File: src/rtl/fg_config_sequencer_pkg.sv
// Shared definitions for the foreground configuration sequencer:
// command encodings, scale encoding and offset width.
package fg_config_sequencer_pkg;

    localparam int OFFSET_W = 12;

    localparam logic [1:0] CMD_SCALE    = 2'd0;
    localparam logic [1:0] CMD_OFFSET_X = 2'd1;
    localparam logic [1:0] CMD_OFFSET_Y = 2'd2;
    localparam logic [1:0] CMD_COMMIT   = 2'd3;

    // Encoding consumed by the foreground scale stage.
    typedef enum logic [1:0] {
        SCALE_X1 = 2'd0,
        SCALE_X2 = 2'd1,
        SCALE_X4 = 2'd2,
        SCALE_X8 = 2'd3
    } fg_scale_e;

    typedef enum logic {
        ST_IDLE    = 1'b0,
        ST_PENDING = 1'b1
    } seq_state_e;

endpackage

File: src/rtl/fg_offset_slider.sv
// One offset axis: committed target plus the active value that moves toward
// it by at most SLIDE_STEP per frame (or jumps when SLIDE_STEP is 0).
module fg_offset_slider
    import fg_config_sequencer_pkg::*;
#(
    parameter int SLIDE_STEP = 0
) (
    input  logic                clk,
    input  logic                rst,
    input  logic                step,
    input  logic                load,
    input  logic [OFFSET_W-1:0] load_value,
    output logic [OFFSET_W-1:0] active,
    output logic [OFFSET_W-1:0] target
);

    localparam logic [OFFSET_W:0]   STEP_WIDE = (OFFSET_W + 1)'(SLIDE_STEP);
    localparam logic [OFFSET_W-1:0] STEP      = OFFSET_W'(SLIDE_STEP);

    logic [OFFSET_W-1:0]        eff_target;
    logic [OFFSET_W-1:0]        next_active;
    logic signed [OFFSET_W:0]   diff;
    logic [OFFSET_W:0]          abs_diff;

    // A commit and the first slide step share a cycle, so step from the new target.
    always_comb begin
        eff_target  = load ? load_value : target;
        diff        = $signed({eff_target[OFFSET_W-1], eff_target})
                    - $signed({active[OFFSET_W-1], active});
        abs_diff    = diff[OFFSET_W] ? $unsigned(-diff) : $unsigned(diff);
        next_active = eff_target;
        if (SLIDE_STEP != 0 && abs_diff > STEP_WIDE) begin
            if (diff[OFFSET_W]) begin
                next_active = active - STEP;
            end else begin
                next_active = active + STEP;
            end
        end
    end

    always_ff @(posedge clk or posedge rst) begin
        if (rst) begin
            target <= '0;
            active <= '0;
        end else begin
            if (load) begin
                target <= load_value;
            end
            if (step) begin
                active <= next_active;
            end
        end
    end

endmodule

File: src/rtl/fg_config_sequencer.sv
// Shadows foreground scale/offset writes and applies them atomically at the
// next frame start, optionally sliding offsets toward their targets.
module fg_config_sequencer
    import fg_config_sequencer_pkg::*;
#(
    parameter int RESOLUTION_X = 1920,
    parameter int RESOLUTION_Y = 1080,
    parameter int SLIDE_STEP   = 0
) (
    input  logic        clk,
    input  logic        rst,
    input  logic        cmd_valid,
    output logic        cmd_ready,
    input  logic [1:0]  cmd_type,
    input  logic [11:0] cmd_data,
    input  logic [10:0] pixel_x,
    input  logic [10:0] pixel_y,
    output logic [1:0]  ctrl_foreground_scale,
    output logic [11:0] fg_offset_x,
    output logic [11:0] fg_offset_y,
    output logic        commit_pending,
    output logic        sliding,
    output logic [15:0] frame_count
);

    seq_state_e          state;
    seq_state_e          state_next;
    logic                alive;
    logic                match_q;
    logic                at_origin;
    logic                frame_start;
    logic                cmd_fire;
    logic                load;
    fg_scale_e           scale_shadow;
    logic [OFFSET_W-1:0] x_shadow;
    logic [OFFSET_W-1:0] y_shadow;
    logic [OFFSET_W-1:0] x_target;
    logic [OFFSET_W-1:0] y_target;

    // A zero-sized raster has no origin, so it never produces a frame start.
    assign at_origin   = (pixel_x == 11'd0) && (pixel_y == 11'd0)
                      && (RESOLUTION_X > 0) && (RESOLUTION_Y > 0);
    assign frame_start = at_origin && !match_q;

    assign cmd_ready      = alive && (state == ST_IDLE);
    assign commit_pending = (state == ST_PENDING);
    assign cmd_fire       = cmd_valid && cmd_ready;
    assign load           = frame_start && (state == ST_PENDING);
    assign sliding        = (fg_offset_x != x_target) || (fg_offset_y != y_target);

    always_comb begin
        state_next = state;
        case (state)
            ST_IDLE:    if (cmd_fire && cmd_type == CMD_COMMIT) state_next = ST_PENDING;
            ST_PENDING: if (frame_start) state_next = ST_IDLE;
            default:    state_next = ST_IDLE;
        endcase
    end

    // alive keeps cmd_ready low until the first edge after reset release.
    always_ff @(posedge clk or posedge rst) begin
        if (rst) begin
            state   <= ST_IDLE;
            alive   <= 1'b0;
            match_q <= 1'b0;
        end else begin
            state   <= state_next;
            alive   <= 1'b1;
            match_q <= at_origin;
        end
    end

    always_ff @(posedge clk or posedge rst) begin
        if (rst) begin
            scale_shadow <= SCALE_X1;
            x_shadow     <= '0;
            y_shadow     <= '0;
        end else if (cmd_fire) begin
            case (cmd_type)
                CMD_SCALE:    scale_shadow <= fg_scale_e'(cmd_data[1:0]);
                CMD_OFFSET_X: x_shadow     <= cmd_data;
                CMD_OFFSET_Y: y_shadow     <= cmd_data;
                default:      ;
            endcase
        end
    end

    always_ff @(posedge clk or posedge rst) begin
        if (rst) begin
            ctrl_foreground_scale <= 2'd0;
            frame_count           <= 16'd0;
        end else if (frame_start) begin
            frame_count <= frame_count + 16'd1;
            if (load) begin
                ctrl_foreground_scale <= scale_shadow;
            end
        end
    end

    fg_offset_slider #(.SLIDE_STEP(SLIDE_STEP)) u_slider_x (
        .clk        (clk),
        .rst        (rst),
        .step       (frame_start),
        .load       (load),
        .load_value (x_shadow),
        .active     (fg_offset_x),
        .target     (x_target)
    );

    fg_offset_slider #(.SLIDE_STEP(SLIDE_STEP)) u_slider_y (
        .clk        (clk),
        .rst        (rst),
        .step       (frame_start),
        .load       (load),
        .load_value (y_shadow),
        .active     (fg_offset_y),
        .target     (y_target)
    );

endmodule

File: config.mk
export PLATFORM = sky130hd
export DESIGN_NAME = fg_config_sequencer
export DESIGN_NICKNAME = d
export VERILOG_FILES = /design/src/rtl/fg_config_sequencer_pkg.sv /design/src/rtl/fg_offset_slider.sv /design/src/rtl/fg_config_sequencer.sv
export SDC_FILE = /design/constraint.sdc
export NUM_CORES = 1
export LEC_CHECK = 0
export BUFFER_PORTS_ARGS = -buffer_cell sky130_fd_sc_hd__buf_4
export CAP_MARGIN = 20
export CORE_MARGIN = 2
export CORE_UTILIZATION = 30
export DETAILED_ROUTE_END_ITERATION = 10
export GPL_ROUTABILITY_DRIVEN = 0
export PLACE_DENSITY = 0.53
export SLEW_MARGIN = 10
export SYNTH_ARGS = -nofsm -noshare
export SYNTH_HDL_FRONTEND = slang
export SYNTH_HIERARCHICAL = 1
export SYNTH_SLANG_ARGS = --single-unit
File: constraint.sdc
create_clock -name clk -period 3.85 [get_ports clk]
set_input_delay 0.77 -clock clk [delete_from_list [all_inputs] [get_ports clk]]
set_output_delay 0.77 -clock clk [all_outputs]
set_load 0.05 [all_outputs]
==> out/summary.txt <==
Gate Count Post-Synth = 280
via-per-instance ratio = 4.44
Yosys warning total = 6
unrepaired setup endpoints after global routing = no
Resized cells post-CTS = 0
pin count of the biggest net entering global routing = 48
critical path, cell by cell = buf_4 -> nor4_2 -> nand4_2 -> nor4b_4 -> buf_4 -> mux2_2 -> mux2_2
total power = 2.25 mW
number of buffers inserted by hold repair at cts = 0
fill count = 1293
mean instance size in the synthesized netlist = 14.6 um^2
Slew @ Worst Pin = 0.676 ns
Max Cap Viol = 0
setup TNS = 0 ns
worst slew margin relative to its limit = 0.548
CTS buffer count = 9
sequential fraction of the synthesis area = 0.580
dominant cells by area after synthesis = sky130_fd_sc_hd__dfrtp_1 (58%), sky130_fd_sc_hd__mux2_2 (15%), sky130_fd_sc_hd__mux2_4 (8.1%)
end of the worst register-to-register path = u_slider_x/active[11]
placeable core region = 0.0133 mm^2
Detailed Routing Iterations Pass 1 = 4
footprint of the multi-input gates = 0.00167 mm^2
total vias in the final route = 2458
maximum fanout along the worst path = 26
PortBufs = 83
global routing usage on met2 = 0.206
Global Route met3 Usage = 0.0498
number of synthesized flops with an enable pin = 0
First DRT Iteration DRCs = 107
antenna violations before repair = 0
setup slack of the critical path after layout = 1.20 ns
R2R setup slack = 1.88 ns
routing layer with the top usage in global route = met2
antenna viol nets, final = 0
Final Hold Fails = 0
Boundary Pins = 84
aggregate routed wire length = 8740 um
Worst-path clk slew = 0.07 ns
Die Footprint = 0.0146 mm^2
library cell with the largest summed area after synthesis = sky130_fd_sc_hd__dfrtp_1
final worst path period need = 2.65 ns
critical path's slowest cell = sky130_fd_sc_hd__buf_4
Row Count = 42
number of slew-limit violations in the final report = 0
Mapped Nets = 320
power density over the cells = 425 mW/mm^2
ys flop type = sky130_fd_sc_hd__dfrtp_1
data arrival time of the worst path = 2.87 ns
period utilization = 0.688
share of synthesized registers carrying an async set or reset = 1.00
number of storage elements in the synthesis netlist = 95
slowest stage delay, CP = 0.46 ns
share of final-layout standard cells stronger than drive strength 1 = 0.508
worst-case vdd ir drop = 0.237 mV
Synth Cell Area = 0.00410 mm^2
global route total overflow = 0
die span in y = 121 um
f_max = 0.378 GHz
non-filler cells, final = 554
antenna cells = 0
number of library cell types mapped by synthesis = 29
GR Layer Usage met1 = 0.164
Detail Placement HPWL = 6110 um
All-Layer GR Usage = 0.130
via count of the first global-routing pass = 2638
clock tree sinks = 95
clock root cell = sky130_fd_sc_hd__clkbuf_16
reg-to-reg startpoint = match_q
number of DRC violations after detailed routing = 0
clock latency of the later-clocked register in the worst-skew pair = 0.34 ns
Final setup violation count = 0
LEAKAGE = 2.63 nW
net total in the final layout = 413
run status = finished, final reports clean
H-Tree Depth = 3
fraction of post-synthesis cell area in the top cell type by area = 0.580
Worst Reg2Reg Path Length in Cells = 4
clk_skew = 0.00494 ns
clock tree buffer depth = 2
element type at the critical path end = flop
Post-Place Setup Slack = 0.819 ns
post-synthesis to final-layout area growth = 29.4%
TritonCTS clock tree = built
dominant cell by count in the synthesized netlist = sky130_fd_sc_hd__dfrtp_1
wire length of the first global-routing pass = 14300 um
area taken by flip-flops and latches = 0.00238 mm^2
category of the most critical setup path = in -> reg
Chip Width = 121 um
most instantiated cells after synthesis = sky130_fd_sc_hd__dfrtp_1 (95), sky130_fd_sc_hd__mux2_2 (55), sky130_fd_sc_hd__mux2_4 (22), sky130_fd_sc_hd__xnor2_1 (22), sky130_fd_sc_hd__xor2_1 (17)
Hold/Removal Path Class = in -> async
wire length per cell = 15.8 um
starting utilization of the core area = 0.308
Post-CTS Setup Inserts = 0
final hold slack = 0.385 ns
cell total after placement = 535
critical path data required time = 4.07 ns
sort of element at the start of the critical path = primary input
## worst max-delay path by stage
stage | startpoint | to | slack (ns) | depth (start not counted)
after floorplan | pixel_x[4] | u_slider_x/active[10] | 0.98 | 6
after global placement | pixel_x[4] | u_slider_y/active[0] | 0.84 | 7
after detailed placement | pixel_x[4] | u_slider_x/active[11] | 0.82 | 7
after CTS | pixel_x[4] | u_slider_x/active[11] | 1.17 | 7
after global routing | pixel_x[7] | u_slider_x/active[0] | 1.02 | 7
final | pixel_x[4] | u_slider_x/active[11] | 1.20 | 7
## state kept, by name, summed over array words and instances (netlist names)
register	flops
ctrl_foreground_scale	2
u_slider_y/active	12
frame_count	16
u_slider_x/target	12
alive	1
x_shadow	12
y_shadow	12
u_slider_y/target	12
commit_pending	1
match_q	1
u_slider_x/active	12
scale_shadow	2
## power breakdown
part	internal [mW]	switching, mW
registers	1.09	0.0478
logic	0.108	0.0753
clock network	0.571	0.362
total	1.77	0.485
## worst max-delay path, delay by kind of cell
family | cells | cell delay [ns]
mux | 2 | 0.67
simple gates | 3 | 0.83
buf+inv | 2 | 0.57
## final cells by class
cell class	instances	share of cell area
Inverter	4	0.00283
Clock inverter	5	0.0153
Timing Repair Buffer	89	0.133
Clock buffer	11	0.0439
Tap cell	176	0.0415
Multi-Input combinational cell	174	0.315
Sequential cell	95	0.448
## cells in the final DEF (no fill, tap or decap), types with 2 or more instances in the layout
master / n
sky130_fd_sc_hd__inv_1: 3
sky130_fd_sc_hd__bufinv_16: 2
sky130_fd_sc_hd__nor2_1: 4
sky130_fd_sc_hd__nand2_1: 14
sky130_fd_sc_hd__xnor2_1: 22
sky130_fd_sc_hd__buf_4: 86
sky130_fd_sc_hd__nor4_2: 3
sky130_fd_sc_hd__xor2_1: 17
sky130_fd_sc_hd__clkbuf_16: 9
sky130_fd_sc_hd__nand3_1: 3
sky130_fd_sc_hd__clkbuf_1: 2
sky130_fd_sc_hd__nor2b_1: 3
sky130_fd_sc_hd__and3_1: 3
sky130_fd_sc_hd__dfrtp_1: 95
sky130_fd_sc_hd__and4_1: 2
sky130_fd_sc_hd__nor4_1: 6
sky130_fd_sc_hd__nor3_2: 3
sky130_fd_sc_hd__nand4_1: 5
sky130_fd_sc_hd__mux2_4: 22
sky130_fd_sc_hd__mux2_2: 55
sky130_fd_sc_hd__nor3_1: 2
## cells by family (layout without fill, tap and decap cells)
group / Yosys count / in the layout / synth area share
AO/OA/AOI/OAI: 1 / 1 / 0.00122
XOR/XNOR: 39 / 39 / 0.0833
adder cells (fa/ha/maj): 1 / 1 / 0.00305
buffers and inverters: 11 / 109 / 0.0165
flip-flops: 95 / 95 / 0.580
multiplexers: 77 / 77 / 0.232
other: 1 / 1 / 0.000915
AND/OR/NAND/NOR: 55 / 55 / 0.0836
## through the flow
| step | instance area (um^2) | utilization |
|---|---|---|
| finish | 5310 | 0.399 |
| CTS | 5240 | 0.394 |
| global route | 5310 | 0.399 |
| global placement | 4930 | 0.371 |
| floorplan | 4100 | - |
| detailed placement | 4930 | 0.371 |
## metal layers
metal	vias to the layer above	wire [um]
met3	8	607
met1	1222	3910
li1	1166	-
met4	0	82
met5	-	0
met2	62	4140
No activity file was read; power rests on OpenSTA's default activity.
